<file path="config.mk">
export PLATFORM = sky130hd
export DESIGN_NAME = hazard_fwd_unit_p
export DESIGN_NICKNAME = d
export VERILOG_FILES = /design/src/rtl/hazard_fwd_unit_p.sv
export SDC_FILE = /design/constraint.sdc
export NUM_CORES = 1
export LEC_CHECK = 0
export BUFFER_PORTS_ARGS = -buffer_cell sky130_fd_sc_hd__buf_4
export CAP_MARGIN = 15
export CORE_ASPECT_RATIO = 1.75
export CORE_UTILIZATION = 25
export DETAILED_ROUTE_END_ITERATION = 8
export GPL_TIMING_DRIVEN = 1
export HOLD_SLACK_MARGIN = 0.03
export SETUP_SLACK_MARGIN = 0.2
export SYNTH_ARGS = -nofsm -noshare
export SYNTH_HDL_FRONTEND = slang
export SYNTH_SLANG_ARGS = --single-unit
export TNS_END_PERCENT = 1
</file>
<file path="constraint.sdc">
create_clock -name clk -period 2.8 [get_ports clk]
set_clock_uncertainty 0.15 [all_clocks]
set_input_delay 0.56 -clock clk [delete_from_list [all_inputs] [get_ports clk]]
set_output_delay 0.56 -clock clk [all_outputs]
set_load 0.01 [all_outputs]
</file>
<file path="src/rtl/hazard_fwd_unit_p.sv">
// Hazard detection and forwarding unit for the 5-stage pipeline: operand forward
// selects, multi-cycle load-use stalls, memory-wait freeze, branch flush, stall counter.
module hazard_fwd_unit_p #(
   parameter int REG_AW     = 4,
   parameter int NUM_SRC    = 3,
   parameter int LOAD_STALL = 1,
   parameter int PERF_W     = 16
) (
   input  logic                        clk,
   input  logic                        reset_n,
   input  logic [NUM_SRC*REG_AW-1:0]   id_src,
   input  logic [NUM_SRC-1:0]          id_src_valid,
   input  logic [REG_AW-1:0]           ex_rd,
   input  logic [REG_AW-1:0]           mem_rd,
   input  logic [REG_AW-1:0]           wb_rd,
   input  logic                        ex_rf_en,
   input  logic                        mem_rf_en,
   input  logic                        wb_rf_en,
   input  logic                        ex_load,
   input  logic                        mem_wait,
   input  logic                        branch_taken,
   input  logic                        perf_clr,
   output logic [NUM_SRC*2-1:0]        fwd_sel,
   output logic                        nop_insert_n,
   output logic                        ifid_en,
   output logic                        ifid_flush,
   output logic                        pc_en,
   output logic                        pipe_en,
   output logic                        stall_busy,
   output logic [PERF_W-1:0]           stall_cycles
);

   localparam int CW = (LOAD_STALL < 1) ? 1 : $clog2(LOAD_STALL + 1);
   localparam logic [CW-1:0] LOAD_M1 = CW'(LOAD_STALL - 1);
   localparam logic [0:0] ST_IDLE  = 1'b0;
   localparam logic [0:0] ST_STALL = 1'b1;

   if (LOAD_STALL < 1 || LOAD_STALL > 15 || REG_AW < 1 || NUM_SRC < 1 || PERF_W < 2) begin : g_param_err
      $error("hazard_fwd_unit_p: parameter out of range");
   end

   logic [0:0]              r_state;
   logic [0:0]              w_state_nx;
   logic [CW-1:0]           r_cnt;
   logic [CW-1:0]           w_cnt_nx;
   logic [PERF_W-1:0]       r_perf;
   logic [NUM_SRC*2-1:0]    w_fwd;
   logic                    w_hz_any;
   logic                    w_hz;
   logic                    w_bubble;
   logic [REG_AW-1:0]       w_src;

   // Priority EX > MEM > WB; only a stage that writes the RF can supply a value.
   function automatic logic [1:0] fwd_pick(
      input logic              valid,
      input logic [REG_AW-1:0] src,
      input logic [REG_AW-1:0] e_rd, m_rd, w_rd,
      input logic              e_en, m_en, w_en
   );
      logic [1:0] sel;
      if (!valid) begin
         sel = 2'b00;
      end else if (e_en && e_rd == src) begin
         sel = 2'b01;
      end else if (m_en && m_rd == src) begin
         sel = 2'b10;
      end else if (w_en && w_rd == src) begin
         sel = 2'b11;
      end else begin
         sel = 2'b00;
      end
      return sel;
   endfunction

   // Per-operand forward selects and load-use match against the EX destination.
   always_comb begin
      w_fwd    = {(NUM_SRC*2){1'b0}};
      w_hz_any = 1'b0;
      w_src    = {REG_AW{1'b0}};
      for (int i = 0; i < NUM_SRC; i++) begin
         w_src = id_src[i*REG_AW +: REG_AW];
         w_fwd[i*2 +: 2] = fwd_pick(id_src_valid[i], w_src, ex_rd, mem_rd, wb_rd,
                                    ex_rf_en, mem_rf_en, wb_rf_en);
         if (id_src_valid[i] && w_src == ex_rd) begin
            w_hz_any = 1'b1;
         end else begin
            w_hz_any = w_hz_any;
         end
      end
   end

   assign w_hz     = ex_load & ex_rf_en & w_hz_any;
   assign w_bubble = !mem_wait && !branch_taken && (r_state == ST_STALL || w_hz);

   // Stall sequencing: mem_wait freezes, a taken branch squashes the stalled instruction.
   always_comb begin
      w_state_nx = r_state;
      w_cnt_nx   = r_cnt;
      if (mem_wait) begin
         w_state_nx = r_state;
         w_cnt_nx   = r_cnt;
      end else if (branch_taken) begin
         w_state_nx = ST_IDLE;
         w_cnt_nx   = {CW{1'b0}};
      end else if (r_state == ST_IDLE) begin
         if (w_hz) begin
            w_cnt_nx   = LOAD_M1;
            w_state_nx = (LOAD_M1 != {CW{1'b0}}) ? ST_STALL : ST_IDLE;
         end else begin
            w_cnt_nx   = {CW{1'b0}};
            w_state_nx = ST_IDLE;
         end
      end else begin
         w_cnt_nx   = r_cnt - {{(CW-1){1'b0}}, 1'b1};
         w_state_nx = (r_cnt == {{(CW-1){1'b0}}, 1'b1}) ? ST_IDLE : ST_STALL;
      end
   end

   // Stall state and counter registers.
   always_ff @(posedge clk or negedge reset_n) begin
      if (!reset_n) begin
         r_state <= ST_IDLE;
         r_cnt   <= {CW{1'b0}};
      end else begin
         r_state <= w_state_nx;
         r_cnt   <= w_cnt_nx;
      end
   end

   // Pipeline control; reset forces everything to its inactive value immediately.
   always_comb begin
      pc_en        = 1'b1;
      ifid_en      = 1'b1;
      pipe_en      = 1'b1;
      nop_insert_n = 1'b1;
      ifid_flush   = 1'b0;
      if (!reset_n) begin
         pc_en        = 1'b0;
         ifid_en      = 1'b0;
         pipe_en      = 1'b0;
         nop_insert_n = 1'b0;
      end else if (mem_wait) begin
         pc_en   = 1'b0;
         ifid_en = 1'b0;
         pipe_en = 1'b0;
      end else if (branch_taken) begin
         ifid_flush   = 1'b1;
         nop_insert_n = 1'b0;
      end else if (w_bubble) begin
         pc_en        = 1'b0;
         ifid_en      = 1'b0;
         nop_insert_n = 1'b0;
      end else begin
         pc_en = 1'b1;
      end
   end

   assign fwd_sel    = reset_n ? w_fwd : {(NUM_SRC*2){1'b0}};
   assign stall_busy = reset_n && (r_state == ST_STALL);

   // Saturating count of cycles with the PC held; clear wins over increment.
   always_ff @(posedge clk or negedge reset_n) begin
      if (!reset_n) begin
         r_perf <= {PERF_W{1'b0}};
      end else if (perf_clr) begin
         r_perf <= {PERF_W{1'b0}};
      end else if (!pc_en && r_perf != {PERF_W{1'b1}}) begin
         r_perf <= r_perf + {{(PERF_W-1){1'b0}}, 1'b1};
      end else begin
         r_perf <= r_perf;
      end
   end

   assign stall_cycles = r_perf;

endmodule

</file>
==> flow_summary.yaml <==
outcome:
  status: "finished, final reports clean"
floorplanning:
  start_util: 0.2579
  die_h_um: 102.0
  num_rows: 36
  ioPinCount: 64
  die_area_um2: 6034
  die_x_um: 59.15
  core_area_um2: 5540
detailed_routing:
  viasPerCell: 4.854
  wl_met2_um: 2502
  drt-initial-drc-count: 60
  top_layer: "met4"
  wl_met1_um: 1488
  routedWlPerCell_um: 13.92
  dr.pass1.iters: 4
  wl_met3_um: 209
  drcViolationCount: 0
  wirelength_um: 4469
  vias: 1558
  drtAntennaViolNets: 0
clock_network:
  clk_latency_ns: 0.25
  cts_tree: "yes"
  max-clock-path-buffers: 2
  clkTransAtPathRegs_ns: 0.07
  cts.sinks: 16
  numCtsBuffers: 3
  cts-root-buf: "clkbuf_8"
  htree_levels: 1
grt:
  grt_pass1_wl_um: 7003
  antenna_found_initial: 0
  overflow: 0
  grt_use_total: 0.1546
  grt_max_degree: 29
  grt_pass1_vias: 1575
placement:
  dp_worst_setup_slack_ns: 0.1377
  dpl_cell_area_um2: 1966
  place.gp.congestion: 0.8667
  port-buffer-count: 62
  placedCellCount: 314
  place_hpwl_um: 3576
layout:
  design_area_um2: 2193
  finish.utilization: 0.3959
  n_fill_cell: 564
  layout.nets: 283
  drive_gt1_frac: 0.3429
  final_cells: 321
  syn_to_final_growth_pct: 53.50
  largest_reg_flops: 16
  antenna_cells: 0
timing:
  rsz0062_at_grt: "yes"
  max_freq_mhz: 388.9
  fin_setup_tns_ns: 0
  relSlewSlack: 0.6223
  worstMarginPinSlew_ns: 0.5623
  hold_ws_ns: 0.1460
  drv_slew: 0
  period_needed_ns: 2.571
  hold_viol: 0
  fin_ws_ns: 0.2288
  finalCritPeriodShare: 0.9183
  setup_viol: 0
synth:
  yosysMostFrequentCell: "xor2_1"
  yosys-top-cells-count: "xor2_1 (31), nand2_1 (21), a21oi_1 (16), dfrtp_1 (16)"
  synth_ff_type: "dfrtp_1"
  synth_area_leaders: "dfrtp_1 (28%), xor2_1 (19%), a21oi_1 (5.6%), nand2_1 (5.5%), or3_1 (5.3%)"
  seq_area_frac_synth: 0.2802
  ys_types: 33
  syn_area_per_cell_um2: 7.938
  ys_seq_elements: 16
  syn-num-nets: 217
  synth_area_leader_cell: "dfrtp_1"
  synth_enable_flop_cells: 0
  yosysWarnings: 0
  synth_top_cell_area_share: 0.2802
  syn_inst: 180
  async_reset_ff_frac: 1.000
  synthesis.area_um2: 1429
setup_path:
  setup.worst_path.start_class: "input pin"
  cp.arrival_ns: 1.86
  required_ns: 2.09
  critPathKind: "input pin to output pin"
  crit_path_end_kind: "output pin"
  path_max_fanout: 3
run:
  drv_cap: 0
pwr:
  power_mw: 0.6648
  cellLeakagePower_nw: 0.9267
  ir_drop_v: 0.0001214
  powerDensity_nw_per_um2: 303.1
hold_path:
  hold_path_class: "input pin to asynchronous set/reset pin"
## timing repair
action | in CTS | in global routing
pin swaps | 3 | 12
endpoints found under the hold margin | 3 | 0
gates resized for setup | 3 | 22
setup endpoints to repair | 1 | 1
hold buffers | 1 | 0
gates cloned | 0 | 0
setup buffers | 1 | 1
## worst max-delay path: stages
cell and delay (ns):
buf_12 0.11, xor2_4 0.18, nor4_4 0.30, a22oi_2 0.13, a21oi_2 0.20, nor2_1 0.06, o21a_1 0.19, buf_6 0.12
## metal layers
layer | global-route usage | vias up
li1 | - | 748
met1 | 0.1435 | 723
met2 | 0.2990 | 72
met3 | 0.01392 | 15
met4 | 0.1136 | 0
met5 | 0 | -
## layout by cell type (no fill, tap or decap)
cell / instances
a21oi_1: 15
a21oi_2: 1
a22oi_2: 1
a31o_4: 1
a31oi_1: 1
a41o_1: 1
and2_1: 2
and3_1: 1
buf_12: 2
buf_4: 58
buf_6: 6
clkbuf_8: 4
conb_1: 1
dfrtp_1: 16
dlygate4sd3_1: 1
ha_1: 1
inv_1: 4
mux2_2: 2
mux2i_1: 1
nand2_1: 21
nand2b_1: 1
nand3_1: 10
nand4_1: 2
nor2_1: 10
nor2b_1: 5
nor3_1: 6
nor3b_1: 3
nor4_1: 3
nor4_2: 1
nor4_4: 2
o21a_1: 1
o21ai_0: 12
or3_1: 12
xnor2_1: 6
xor2_1: 25
xor2_2: 4
xor2_4: 2
## kinds of logic after synthesis
group | share of synthesized area
and+or+nand+nor | 0.2890
xor gates and xnor gates | 0.2268
AOI/OAI and AO/OA | 0.1322
DFF | 0.2802
buffers and inverters | 0.03764
muxes | 0.02277
adders and majority gates | 0.008755
other | 0.002624
## final cells by class
type,instances,area (um^2),area share
clock buffers,4,55.05,0.02510
inverters,4,15.01,0.006845
multi-input cells,154,1075,0.4900
flip-flops and latches,16,400.4,0.1825
repair buffers,67,553.0,0.2521
well taps,76,95.09,0.04335
## final timing paths
check,from,endpoint,slack (ns),cells past startpoint
max,id_src[10],nop_insert_n,0.23,8
min,reset_n,stall_cycles[6],0.15,2
max reg2reg,stall_cycles[0],stall_cycles[5],0.55,7
min reg2reg,stall_cycles[11],stall_cycles[11],0.44,2
max in group asynchronous,reset_n,stall_cycles[14],1.80,2
min in group clk,stall_cycles[11],stall_cycles[11],0.44,2
## power by group
part           internal, mW  switching (mW)  leakage, nW
Combinational         0.103           0.110        0.676
Clock                 0.125          0.0854       0.0288
Sequential            0.236         0.00572        0.222
Total                 0.464           0.201        0.927
(Power assumes the default switching activity.)
